**src/rtl/iommu_pkg.sv**
```systemverilog
// Shared types and constants for the IOMMU translation stage.
package iommu_pkg;

  typedef enum logic [2:0] {
    IDLE,
    LOOKUP,
    WALK,
    CHECK,
    ACCESS,
    RESP
  } state_t;

  localparam int PTE_V = 0;
  localparam int PTE_W = 1;
  localparam int PTE_BYTES = 4;
  localparam int PTE_SHIFT = $clog2(PTE_BYTES);

endpackage

```
**src/rtl/iommu_if.sv**
```systemverilog
// Device-side request/response bundle plus the physical memory port.
interface iommu_if;

  logic [31:0] iommu_daddr;
  logic        iommu_translate_request;
  logic        iommu_write_en;
  logic [31:0] iommu_write_data;
  logic [31:0] iommu_paddr;
  logic [31:0] iommu_data_out;
  logic        iommu_translation_done;
  logic        iommu_fault;
  logic        mem_req;
  logic        mem_we;
  logic [31:0] mem_addr;
  logic [31:0] mem_wdata;
  logic [31:0] mem_rdata;
  logic        mem_ack;

  modport master (
    output iommu_daddr,
    output iommu_translate_request,
    output iommu_write_en,
    output iommu_write_data,
    input  iommu_paddr,
    input  iommu_data_out,
    input  iommu_translation_done,
    input  iommu_fault,
    input  mem_req,
    input  mem_we,
    input  mem_addr,
    input  mem_wdata,
    output mem_rdata,
    output mem_ack
  );

  modport slave (
    input  iommu_daddr,
    input  iommu_translate_request,
    input  iommu_write_en,
    input  iommu_write_data,
    output iommu_paddr,
    output iommu_data_out,
    output iommu_translation_done,
    output iommu_fault,
    output mem_req,
    output mem_we,
    output mem_addr,
    output mem_wdata,
    input  mem_rdata,
    input  mem_ack
  );

endinterface

```
**src/rtl/iommu_tlb.sv**
```systemverilog
// Direct-mapped TLB: combinational lookup, synchronous fill and flush.
module iommu_tlb #(
  parameter int ENTRIES   = 8,
  parameter int PAGE_BITS = 12
) (
  input  logic                 clk,
  input  logic                 reset,
  input  logic                 flush,
  input  logic [31-PAGE_BITS:0] vpn,
  output logic                 hit,
  output logic [31-PAGE_BITS:0] ppn,
  output logic                 w,
  input  logic                 fill,
  input  logic [31-PAGE_BITS:0] fill_ppn,
  input  logic                 fill_w
);

  localparam int IDX_W = $clog2(ENTRIES);
  localparam int VPN_W = 32 - PAGE_BITS;
  localparam int TAG_W = VPN_W - IDX_W;

  logic [ENTRIES-1:0] valid;
  logic [ENTRIES-1:0] ws;
  logic [TAG_W-1:0]   tags [ENTRIES];
  logic [VPN_W-1:0]   ppns [ENTRIES];

  logic [IDX_W-1:0] idx;
  logic [TAG_W-1:0] tag;

  assign idx = vpn[IDX_W-1:0];
  assign tag = vpn[VPN_W-1:IDX_W];
  assign hit = valid[idx] && (tags[idx] == tag);
  assign ppn = ppns[idx];
  assign w   = ws[idx];

  // Flush takes priority over a fill landing on the same edge.
  always_ff @(posedge clk) begin
    if (reset || flush) begin
      valid <= '0;
    end else if (fill) begin
      valid[idx] <= 1'b1;
    end
  end

  always_ff @(posedge clk) begin
    if (fill) begin
      tags[idx] <= tag;
      ppns[idx] <= fill_ppn;
      ws[idx]   <= fill_w;
    end
  end

endmodule

```
**src/rtl/iommu_unit.sv**
```systemverilog
// IOMMU stage: TLB lookup, one-level page walk, then one data access.
module iommu_unit
  import iommu_pkg::*;
#(
  parameter int TLB_ENTRIES = 8,
  parameter int PAGE_BITS   = 12
) (
  input  logic        clk,
  input  logic        reset,
  input  logic [31:0] pt_base,
  input  logic        tlb_flush,
  iommu_if.slave      bus
);

  localparam int VPN_W = 32 - PAGE_BITS;

  state_t state, nxt;

  logic             armed;
  logic             start;
  logic [31:0]      daddr_q;
  logic             we_q;
  logic [31:0]      wdata_q;
  logic [31:0]      pte_addr;
  logic [VPN_W-1:0] pte_ppn;
  logic             pte_v;
  logic             pte_w;
  logic             pte_ok;
  logic [VPN_W-1:0] ppn_q;
  logic [31:0]      paddr_q;
  logic [31:0]      data_q;
  logic             fault_q;
  logic             flush_seen;
  logic             fill;
  logic [VPN_W-1:0] vpn;
  logic [31:0]      phys;
  logic             hit;
  logic             hit_w;
  logic [VPN_W-1:0] hit_ppn;

  assign vpn    = daddr_q[31:PAGE_BITS];
  assign phys   = {ppn_q, daddr_q[PAGE_BITS-1:0]};
  assign start  = (state == IDLE) && bus.iommu_translate_request && armed;
  assign pte_ok = pte_v && (!we_q || pte_w);
  assign fill   = (state == CHECK) && pte_ok && !flush_seen;

  iommu_tlb #(
    .ENTRIES  (TLB_ENTRIES),
    .PAGE_BITS(PAGE_BITS)
  ) u_tlb (
    .clk     (clk),
    .reset   (reset),
    .flush   (tlb_flush),
    .vpn     (vpn),
    .hit     (hit),
    .ppn     (hit_ppn),
    .w       (hit_w),
    .fill    (fill),
    .fill_ppn(pte_ppn),
    .fill_w  (pte_w)
  );

  always_ff @(posedge clk) begin
    if (reset) state <= IDLE;
    else       state <= nxt;
  end

  always_comb begin
    nxt = state;
    unique case (state)
      IDLE:   if (start) nxt = LOOKUP;
      LOOKUP: begin
        if (!hit)              nxt = WALK;
        else if (we_q && !hit_w) nxt = RESP;
        else                   nxt = ACCESS;
      end
      WALK:   if (bus.mem_ack) nxt = CHECK;
      CHECK:  nxt = pte_ok ? ACCESS : RESP;
      ACCESS: if (bus.mem_ack) nxt = RESP;
      RESP:   nxt = IDLE;
      default: nxt = IDLE;
    endcase
  end

  always_comb begin
    bus.mem_req   = 1'b0;
    bus.mem_we    = 1'b0;
    bus.mem_addr  = '0;
    bus.mem_wdata = '0;
    unique case (1'b1)
      state == WALK: begin
        bus.mem_req  = 1'b1;
        bus.mem_addr = pte_addr;
      end
      state == ACCESS: begin
        bus.mem_req   = 1'b1;
        bus.mem_we    = we_q;
        bus.mem_addr  = phys;
        bus.mem_wdata = wdata_q;
      end
      default: ;
    endcase
  end

  always_ff @(posedge clk) begin
    if (reset) begin
      armed      <= 1'b1;
      daddr_q    <= '0;
      we_q       <= 1'b0;
      wdata_q    <= '0;
      pte_addr   <= '0;
      pte_ppn    <= '0;
      pte_v      <= 1'b0;
      pte_w      <= 1'b0;
      ppn_q      <= '0;
      paddr_q    <= '0;
      data_q     <= '0;
      fault_q    <= 1'b0;
      flush_seen <= 1'b0;
    end else begin
      // A held request must drop once before it can start again.
      if (start) begin
        armed      <= 1'b0;
        daddr_q    <= bus.iommu_daddr;
        we_q       <= bus.iommu_write_en;
        wdata_q    <= bus.iommu_write_data;
        fault_q    <= 1'b0;
        flush_seen <= 1'b0;
      end else if (!bus.iommu_translate_request) begin
        armed <= 1'b1;
      end
      if ((state == WALK || state == CHECK) && tlb_flush)
        flush_seen <= 1'b1;
      unique case (state)
        LOOKUP: begin
          if (!hit) begin
            pte_addr <= pt_base + (32'(vpn) << PTE_SHIFT);
          end else if (we_q && !hit_w) begin
            fault_q <= 1'b1;
            paddr_q <= '0;
            data_q  <= '0;
          end else begin
            ppn_q <= hit_ppn;
          end
        end
        WALK: if (bus.mem_ack) begin
          pte_ppn <= bus.mem_rdata[31:PAGE_BITS];
          pte_v   <= bus.mem_rdata[PTE_V];
          pte_w   <= bus.mem_rdata[PTE_W];
        end
        CHECK: begin
          if (pte_ok) begin
            ppn_q <= pte_ppn;
          end else begin
            fault_q <= 1'b1;
            paddr_q <= '0;
            data_q  <= '0;
          end
        end
        ACCESS: if (bus.mem_ack) begin
          paddr_q <= phys;
          if (!we_q) data_q <= bus.mem_rdata;
        end
        default: ;
      endcase
    end
  end

  assign bus.iommu_translation_done = (state == RESP);
  assign bus.iommu_fault            = (state == RESP) && fault_q;
  assign bus.iommu_paddr            = paddr_q;
  assign bus.iommu_data_out         = data_q;

endmodule

```
**src/flat_wrapper.sv**
```systemverilog
// flat-port wrapper written by rule: the top's interface ports become plain ports
module iommu_unit_flat import iommu_pkg::*;
#(
  parameter int TLB_ENTRIES = 8,
  parameter int PAGE_BITS   = 12
)
  (clk, reset, pt_base, tlb_flush, bus_iommu_daddr, bus_iommu_translate_request, bus_iommu_write_en, bus_iommu_write_data, bus_iommu_paddr, bus_iommu_data_out, bus_iommu_translation_done, bus_iommu_fault, bus_mem_req, bus_mem_we, bus_mem_addr, bus_mem_wdata, bus_mem_rdata, bus_mem_ack);
  iommu_if bus_i ();
  input  logic clk;
  input  logic reset;
  input  logic [31:0] pt_base;
  input  logic tlb_flush;
  input wire logic [$bits(bus_i.iommu_daddr)-1:0] bus_iommu_daddr;
  input wire logic [$bits(bus_i.iommu_translate_request)-1:0] bus_iommu_translate_request;
  input wire logic [$bits(bus_i.iommu_write_en)-1:0] bus_iommu_write_en;
  input wire logic [$bits(bus_i.iommu_write_data)-1:0] bus_iommu_write_data;
  output wire logic [$bits(bus_i.iommu_paddr)-1:0] bus_iommu_paddr;
  output wire logic [$bits(bus_i.iommu_data_out)-1:0] bus_iommu_data_out;
  output wire logic [$bits(bus_i.iommu_translation_done)-1:0] bus_iommu_translation_done;
  output wire logic [$bits(bus_i.iommu_fault)-1:0] bus_iommu_fault;
  output wire logic [$bits(bus_i.mem_req)-1:0] bus_mem_req;
  output wire logic [$bits(bus_i.mem_we)-1:0] bus_mem_we;
  output wire logic [$bits(bus_i.mem_addr)-1:0] bus_mem_addr;
  output wire logic [$bits(bus_i.mem_wdata)-1:0] bus_mem_wdata;
  input wire logic [$bits(bus_i.mem_rdata)-1:0] bus_mem_rdata;
  input wire logic [$bits(bus_i.mem_ack)-1:0] bus_mem_ack;
  assign bus_i.iommu_daddr = bus_iommu_daddr;
  assign bus_i.iommu_translate_request = bus_iommu_translate_request;
  assign bus_i.iommu_write_en = bus_iommu_write_en;
  assign bus_i.iommu_write_data = bus_iommu_write_data;
  assign bus_iommu_paddr = bus_i.iommu_paddr;
  assign bus_iommu_data_out = bus_i.iommu_data_out;
  assign bus_iommu_translation_done = bus_i.iommu_translation_done;
  assign bus_iommu_fault = bus_i.iommu_fault;
  assign bus_mem_req = bus_i.mem_req;
  assign bus_mem_we = bus_i.mem_we;
  assign bus_mem_addr = bus_i.mem_addr;
  assign bus_mem_wdata = bus_i.mem_wdata;
  assign bus_i.mem_rdata = bus_mem_rdata;
  assign bus_i.mem_ack = bus_mem_ack;
  iommu_unit #(.TLB_ENTRIES(TLB_ENTRIES), .PAGE_BITS(PAGE_BITS)) u_core (.clk(clk), .reset(reset), .pt_base(pt_base), .tlb_flush(tlb_flush), .bus(bus_i));
endmodule
```
**config.mk**
```make
export PLATFORM = sky130hd
export DESIGN_NAME = iommu_unit_flat
export DESIGN_NICKNAME = d
export VERILOG_FILES = /design/src/rtl/iommu_pkg.sv /design/src/rtl/iommu_if.sv /design/src/rtl/iommu_tlb.sv /design/src/rtl/iommu_unit.sv /design/src/flat_wrapper.sv
export SDC_FILE = /design/constraint.sdc
export NUM_CORES = 1
export LEC_CHECK = 0
export CAP_MARGIN = 10
export CELL_PAD_IN_SITES_DETAIL_PLACEMENT = 1
export CELL_PAD_IN_SITES_GLOBAL_PLACEMENT = 2
export CORE_MARGIN = 3
export CORE_UTILIZATION = 27
export CTS_BUF_LIST = sky130_fd_sc_hd__clkbuf_16
export DETAILED_ROUTE_END_ITERATION = 10
export GPL_TIMING_DRIVEN = 0
export HOLD_SLACK_MARGIN = 0.06
export PLACE_DENSITY_LB_ADDON = 0.1
export SETUP_SLACK_MARGIN = 0.5
export SLEW_MARGIN = 20
export SYNTH_ARGS = -nofsm -noshare
export SYNTH_HDL_FRONTEND = slang
export SYNTH_SLANG_ARGS = --single-unit
```
**constraint.sdc**
```tcl
create_clock -name clk -period 4.37 [get_ports clk]
set_input_delay 0.874 -clock clk [delete_from_list [all_inputs] [get_ports clk]]
set_output_delay 0.874 -clock clk [all_outputs]
set_load 0.1 [all_outputs]
```
==> impl_metrics.json, run 1 <==
{
  "p_sw_mw": 3.34,
  "postSynth.topFlopCell": "edfxtp_1",
  "place_area_um2": 26600,
  "design.core.area_um2": 80900,
  "hold_class": "flip-flop to flip-flop",
  "seqPwrFrac_pct": 46.0,
  "comb_power_share_pct": 13.8,
  "die_w_um": 292,
  "synth_mux_area_share_pct": 9.35,
  "vdd.ir_drop.worst_v": 0.000261,
  "power-per-cell-area_nw_per_um2": 426,
  "setup_viol_count_final": 0,
  "worstPathMaxFanout": 10,
  "vias_in_the_first_global_route": 17400,
  "cp-end-kind": "primary output",
  "netlist.top_cell.by_area": "edfxtp_1",
  "synth-async-reset-ratio_pct": 0,
  "finalWirelength_um": 79500,
  "gate_count_after_technology_mapping": 1830,
  "timing.slew.headroom_pct": 28.9,
  "synth-edff-count": 304,
  "syn_area_um2": 22200,
  "power_frac_clock_pct": 40.2,
  "worst_r2r_endpoint": "u_core.bus.iommu_paddr[17]",
  "layout-area-overhead-vs-synth_pct": 28.1,
  "synth_common_cells": "304 x edfxtp_1, 256 x nand2_1, 220 x dfxtp_1",
  "starting_density_of_the_core_pct": 27.4,
  "run_status": "finished, final reports clean",
  "worstPathArrival_ns": 2.90,
  "place.detailed.instances": 3174,
  "dpl_worst_slack_ns": -0.386,
  "cts.sinks": 524,
  "layout_worst_path_cycle_share_pct": 86.4,
  "synth_warnings": 0,
  "drive_above_1_share_pct": 15.1,
  "cts_tree": "yes",
  "synth_top_family_by_area": "compound AO/OA/AOI/OAI gates",
  "die_area_um2": 85500,
  "dr.pass1.iters": 4,
  "drt-wirelength-per-cell_um": 24.1,
  "tightest_slew_ns": 1.06,
  "fin_tns_setup_ns": 0,
  "cp_data_required_time_ns": 3.50,
  "largest_net_degree_at_the_start_of_global_routing": 20,
  "grt_antenna_before_repair": 9,
  "synth_compound_gate_area_share_pct": 11.9,
  "netSwitchingFraction_pct": 27.7,
  "synth.yosys.seq_area_share_pct": 61.1,
  "cts_made_buffers": 60,
  "finalCoreUtilization_pct": 35.1,
  "hpwl_um": 58900,
  "postSynthAreaPerCell_um2": 12.1,
  "initialDrtViolationCount": 1087,
  "slew_violations": 0,
  "cellInternalPower_mw": 8.74,
  "final_design_area_no_fill_um2": 28400,
  "worstSkewPairLatency_ns": 0.64,
  "grt_usage_pct": 18.3,
  "synth_area_leaders": "edfxtp_1 41%, dfxtp_1 20%, mux4_2 6.9%, nand2_1 4.3%, a21oi_1 3.1%",
  "cts_hold_repair.buffers": 0,
  "max-cap-violations": 0,
  "synthDominantCellAreaShare_pct": 41.2,
  "drc_errors": 0,
  "layout.nets": 2337,
  "yosys.area_share.simple_pct": 11.7,
  "maxClockFrequency_mhz": 265,
  "worst_slack_ns": 0.595,
  "power_leakage_nw": 9.75,
  "r2r_worst_path_depth": 11,
  "p_total_mw": 12.1,
  "yosys.cell_count.top_type": "edfxtp_1",
  "clk_pin_slew_worst_paths_ns": 0.05,
  "synth-adder-area-share_pct": 1.22,
  "final_cells": 3297,
  "clock_tree.root_cell": "clkbuf_16",
  "final_period_minus_worst_setup_slack_ns": 3.78,
  "timing.final.hold_violations": 0,
  "htreeDepth": 2,
  "grt_pass1_wl_um": 117000,
  "synth_cell_type_count": 67,
  "whs_ns": 0.452,
  "worstSetupStartpointType": "flip-flop",
  "grt_overflow_total": 0,
  "num_io_pins": 266,
  "worst_setup_path_endpoint": "bus_mem_addr[0]",
  "clock_path_buffers": 3,
  "num_vias": 16300,
  "synth_nets": 1985,
  "die-height_um": 292,
  "setup_repair_after_global_routing_missed_its_margin": "yes",
  "rrSetupSlack_ns": 0.77,
  "numPortBuffers": 265,
  "post_synth_xor_area_fraction_pct": 1.42,
  "post_synthesis_sequential_element_count": 524,
  "post_drt_via_cell_ratio": 4.93,
  "critical_path.startpoint": "u_core.state[1]",
  "worst-setup-path-type": "flip-flop to primary output",
  "ant_nets": 0,
  "globalplace.congestion": 0.780,
  "fin_skew_ns": 0.0261,
  "floorplan.rows": 104
}
[final cells by class]
class / instances / area, um2
Antenna cell: 5 / 12.5
Tap cell: 1060 / 1330
Clock buffer: 60 / 1500
Sequential cell: 524 / 13500
Inverter: 37 / 139
Clock inverter: 52 / 389
Buffer: 143 / 622
Timing Repair Buffer: 290 / 2890
Multi-Input combinational cell: 1126 / 7970
Fill cell: 8785 / 52600
[cell usage in the layout, fill, tap and decap left out, types with 13 or more instances in the layout]
| cell type | count |
|---|---|
| clkbuf_2 | 14 |
| o21ai_0 | 97 |
| edfxtp_1 | 304 |
| inv_1 | 54 |
| a211oi_1 | 34 |
| o21a_1 | 14 |
| dfxtp_1 | 220 |
| buf_2 | 38 |
| and3_1 | 71 |
| o21ai_1 | 39 |
| mux4_2 | 68 |
| xnor2_1 | 25 |
| clkbuf_16 | 60 |
| or4b_2 | 32 |
| o41ai_1 | 21 |
| clkinv_2 | 13 |
| a22o_1 | 14 |
| ha_1 | 20 |
| a32oi_1 | 32 |
| mux2i_1 | 45 |
| nor2_1 | 46 |
| nand3_1 | 57 |
| clkdlybuf4s50_1 | 197 |
| buf_4 | 34 |
| clkbuf_1 | 103 |
| a21oi_1 | 137 |
| nand2_1 | 256 |
[worst max-delay path, stage by stage, from the launching register on]
cell and delay [ns]:
dfxtp_1 0.29, clkbuf_2 0.19, nor2_4 0.27, and2_1 0.20
clkbuf_2 0.34, clkbuf_2 0.31, a22o_1 0.23, buf_2 0.44
[power groups by stage]
stage                     clock, mW  combinational [mW]  sequential [mW]
final                          4.86                1.67             5.56
after CTS                      5.02                1.69             5.56
after global routing           5.21                1.83             5.58
after detailed placement          0                1.68             5.66
after floorplan                   0                1.04             5.57
after global placement            0                1.66             5.65
[state kept, by name, indices dropped and copies added, names as in the netlist, 3 cells and up, named ones only]
signal                     cells
u_core.ppn_q                  20
u_core.bus.iommu_paddr        32
u_core.u_tlb.tags            136
u_core.wdata_q                32
u_core.pte_addr               32
u_core.u_tlb.ppns            160
u_core.bus.iommu_data_out     32
u_core.u_tlb.valid             8
u_core.pte_ppn                20
u_core.state                   3
u_core.daddr_q                32
u_core.u_tlb.ws                8
[cell families after synthesis]
logic type                 Yosys count
and+or+nand+nor                    519
AOI/OAI and AO/OA                  429
buffers and inverters              180
xor gates and xnor gates            36
muxes                              121
adders and majority gates           21
DFF                                524
[worst min path at each step]
stage / from / depth (start not counted) / endpoint / slack (ns)
6_report: u_core.wdata_q[10] / 2 / u_core.wdata_q[10] / 0.45
4_1_cts: u_core.wdata_q[10] / 2 / u_core.wdata_q[10] / 0.45
3_5_place_dp: u_core.pte_addr[12] / 2 / u_core.pte_addr[12] / 0.45
2_1_floorplan: u_core.pte_addr[12] / 2 / u_core.pte_addr[12] / 0.43
5_1_grt: u_core.wdata_q[2] / 2 / u_core.wdata_q[2] / 0.47
3_3_place_gp: u_core.wdata_q[20] / 2 / u_core.wdata_q[20] / 0.44
[timing repair]
| action | in CTS | in global routing |
|---|---|---|
| setup buffers | 5 | 1 |
| endpoints found under the hold margin | 0 | 0 |
| gates resized for setup | 315 | 60 |
| setup endpoints to repair | 94 | 86 |
| pin swaps | 2 | 1 |
[metal layers]
layer | track usage, % | share of wire, %
met1 | 25.1 | 47
met2 | 30.0 | 47
met3 | 3.49 | 4.7
met4 | 4.26 | 2.0
met5 | 0 | 0.084
No activity file was read; power rests on OpenSTA's default activity.
==> run 2, diff against run 1 <==
--- a/config.mk
+++ b/config.mk
@@ -6,8 +6,8 @@
 export NUM_CORES = 1
 export LEC_CHECK = 0
 export CAP_MARGIN = 10
-export CELL_PAD_IN_SITES_DETAIL_PLACEMENT = 1
-export CELL_PAD_IN_SITES_GLOBAL_PLACEMENT = 2
+export CELL_PAD_IN_SITES_DETAIL_PLACEMENT = 0
+export CELL_PAD_IN_SITES_GLOBAL_PLACEMENT = 1
 export CORE_MARGIN = 3
 export CORE_UTILIZATION = 27
 export CTS_BUF_LIST = sky130_fd_sc_hd__clkbuf_16
@@ -16,7 +16,6 @@
 export HOLD_SLACK_MARGIN = 0.06
 export PLACE_DENSITY_LB_ADDON = 0.1
 export SETUP_SLACK_MARGIN = 0.5
-export SLEW_MARGIN = 20
 export SYNTH_ARGS = -nofsm -noshare
 export SYNTH_HDL_FRONTEND = slang
 export SYNTH_SLANG_ARGS = --single-unit
==> impl_metrics.json, run 2 (same netlist as run 1, synthesis figures left out) <==
{
  "dpl_worst_slack_ns": -0.497,
  "ant_nets": 0,
  "largest_net_degree_at_the_start_of_global_routing": 22,
  "worstPathCellList": "clkbuf_2, inv_1, nor3_4, clkbuf_1, nand2_1, o21ai_0, clkbuf_4",
  "power-per-cell-area_nw_per_um2": 433,
  "worstSkewPairLatency_ns": 0.65,
  "layout.nets": 2340,
  "fin_skew_ns": 0.0270,
  "die_area_um2": 85500,
  "layout_top_registers": "u_core.u_tlb.ppns (160), u_core.u_tlb.tags (136)",
  "grt_overflow_total": 0,
  "cts_hold_repair.buffers": 0,
  "most-common-layout-cells": "304 x edfxtp_1, 256 x nand2_1, 220 x dfxtp_1",
  "worst-setup-path-type": "flip-flop to primary output",
  "cts.sinks": 524,
  "layout.cells.most_common": "edfxtp_1",
  "grt_pass1_wl_um": 119000,
  "cp_data_required_time_ns": 3.50,
  "die-height_um": 292,
  "run_status": "finished, final reports clean",
  "worstPathArrival_ns": 2.85,
  "max-cap-violations": 0,
  "timing.slew.headroom_pct": 20.1,
  "finalCoreUtilization_pct": 35.3,
  "fin_tns_setup_ns": 0,
  "design.core.area_um2": 80900,
  "largest_register_ff_count": 160,
  "power_leakage_nw": 9.75,
  "vdd.ir_drop.worst_v": 0.000317,
  "final_cells": 3298,
  "place_area_um2": 26600,
  "slew_violations": 0,
  "cp_num_buf_inv": 4,
  "final_period_minus_worst_setup_slack_ns": 3.72,
  "numPortBuffers": 265,
  "timing.final.hold_violations": 0,
  "whs_ns": 0.449,
  "clk_pin_slew_worst_paths_ns": 0.06,
  "initialDrtViolationCount": 1051,
  "drive_above_1_share_pct": 15.7,
  "p_total_mw": 12.3,
  "final_design_area_no_fill_um2": 28500,
  "place.detailed.instances": 3172,
  "worst_path_max_delay_cell": "clkbuf_4",
  "grt_usage_pct": 18.9,
  "hpwl_um": 60800,
  "globalplace.congestion": 0.799,
  "starting_density_of_the_core_pct": 27.4,
  "drt-wirelength-per-cell_um": 25.0,
  "cp_top_family": "buffers and inverters",
  "cp-end-kind": "primary output",
  "worstPathMaxFanout": 10,
  "num_io_pins": 266,
  "post_drt_via_cell_ratio": 4.95,
  "grt_antenna_before_repair": 4,
  "die_w_um": 292,
  "num_vias": 16300,
  "worstSetupStartpointType": "flip-flop",
  "worst_slack_ns": 0.649,
  "setup_viol_count_final": 0,
  "cpPeakStageDelay_ns": 0.41,
  "cts_tree": "yes",
  "cts_made_buffers": 61,
  "vias_in_the_first_global_route": 17000,
  "tightest_slew_ns": 1.19,
  "drc_errors": 0,
  "finalWirelength_um": 82600,
  "hold_class": "flip-flop to flip-flop",
  "layout-area-overhead-vs-synth_pct": 28.8,
  "clock_tree.root_cell": "clkbuf_16",
  "dr.pass1.iters": 6,
  "layout_worst_path_cycle_share_pct": 85.1,
  "setup_repair_after_global_routing_missed_its_margin": "yes",
  "top_register": "u_core.u_tlb.ppns",
  "clock_path_buffers": 3,
  "maxClockFrequency_mhz": 269,
  "htreeDepth": 2,
  "floorplan.rows": 104
}
[run 2: changes by cell type in the layout (fill, tap and decap cells not counted), sizes merged]
| cell | previous run | this run |
|---|---|---|
| clkinvlp | 1 | 2 |
| inv | 57 | 52 |
| clkbuf | 179 | 191 |
| clkdlybuf4s15 | 6 | 18 |
| bufinv | 5 | 7 |
| buf | 105 | 82 |
| clkinv | 26 | 29 |
| clkdlybuf4s18 | 4 | 6 |
| diode | 5 | 2 |
[run 2: timing repair]
item,CTS,global route
pin swaps,3,2
buffers inserted,7,3
resized for setup,278,66
endpoints found under the setup margin,172,158
[run 2: worst paths after layout]
path	cells past startpoint	slack, ns	endpoint	from
max	7	0.65	bus_mem_addr[30]	u_core.state[1]
min	2	0.45	u_core.wdata_q[31]	u_core.wdata_q[31]
max reg2reg	11	0.78	u_core.bus.iommu_data_out[7]	u_core.daddr_q[14]
min reg2reg	2	0.45	u_core.wdata_q[31]	u_core.wdata_q[31]
[run 2: per-layer routing]
layer  vias up  share of wire [%]  track usage [%]
li1       7599                  -                -
met1      8200                 45             25.4
met2       417                 47             31.1
met3        94                5.7             4.23
met4         4                2.1             4.80
met5         -              0.041                0
[run 2: final cells by class]
class,instances,area (um2)
Tap cell,1060,1330
Multi-Input combinational cell,1126,7980
Inverter,37,139
Clock inverter,53,439
Timing Repair Buffer,292,2970
Antenna cell,2,5.00
Clock buffer,61,1530
Buffer,143,622
Fill cell,8118,52400
Sequential cell,524,13500
[run 2: worst register-to-register path: stages (launching register included)]
cell and delay, ns:
dfxtp_1 0.32, clkbuf_1 0.64, mux4_2 0.43, nor2b_1 0.15, a211oi_2 0.36, inv_1 0.14, or3_1 0.38, nor4_4 0.21
buf_4 0.23, clkbuf_1 0.40, o21ai_0 0.18, nand2_1 0.09
[run 2: power breakdown]
group,internal [mW],total (mW),switching [mW]
Combinational,0.597,1.72,1.12
Sequential,5.37,5.56,0.191
Clock,2.94,5.06,2.12
Total,8.91,12.3,3.43
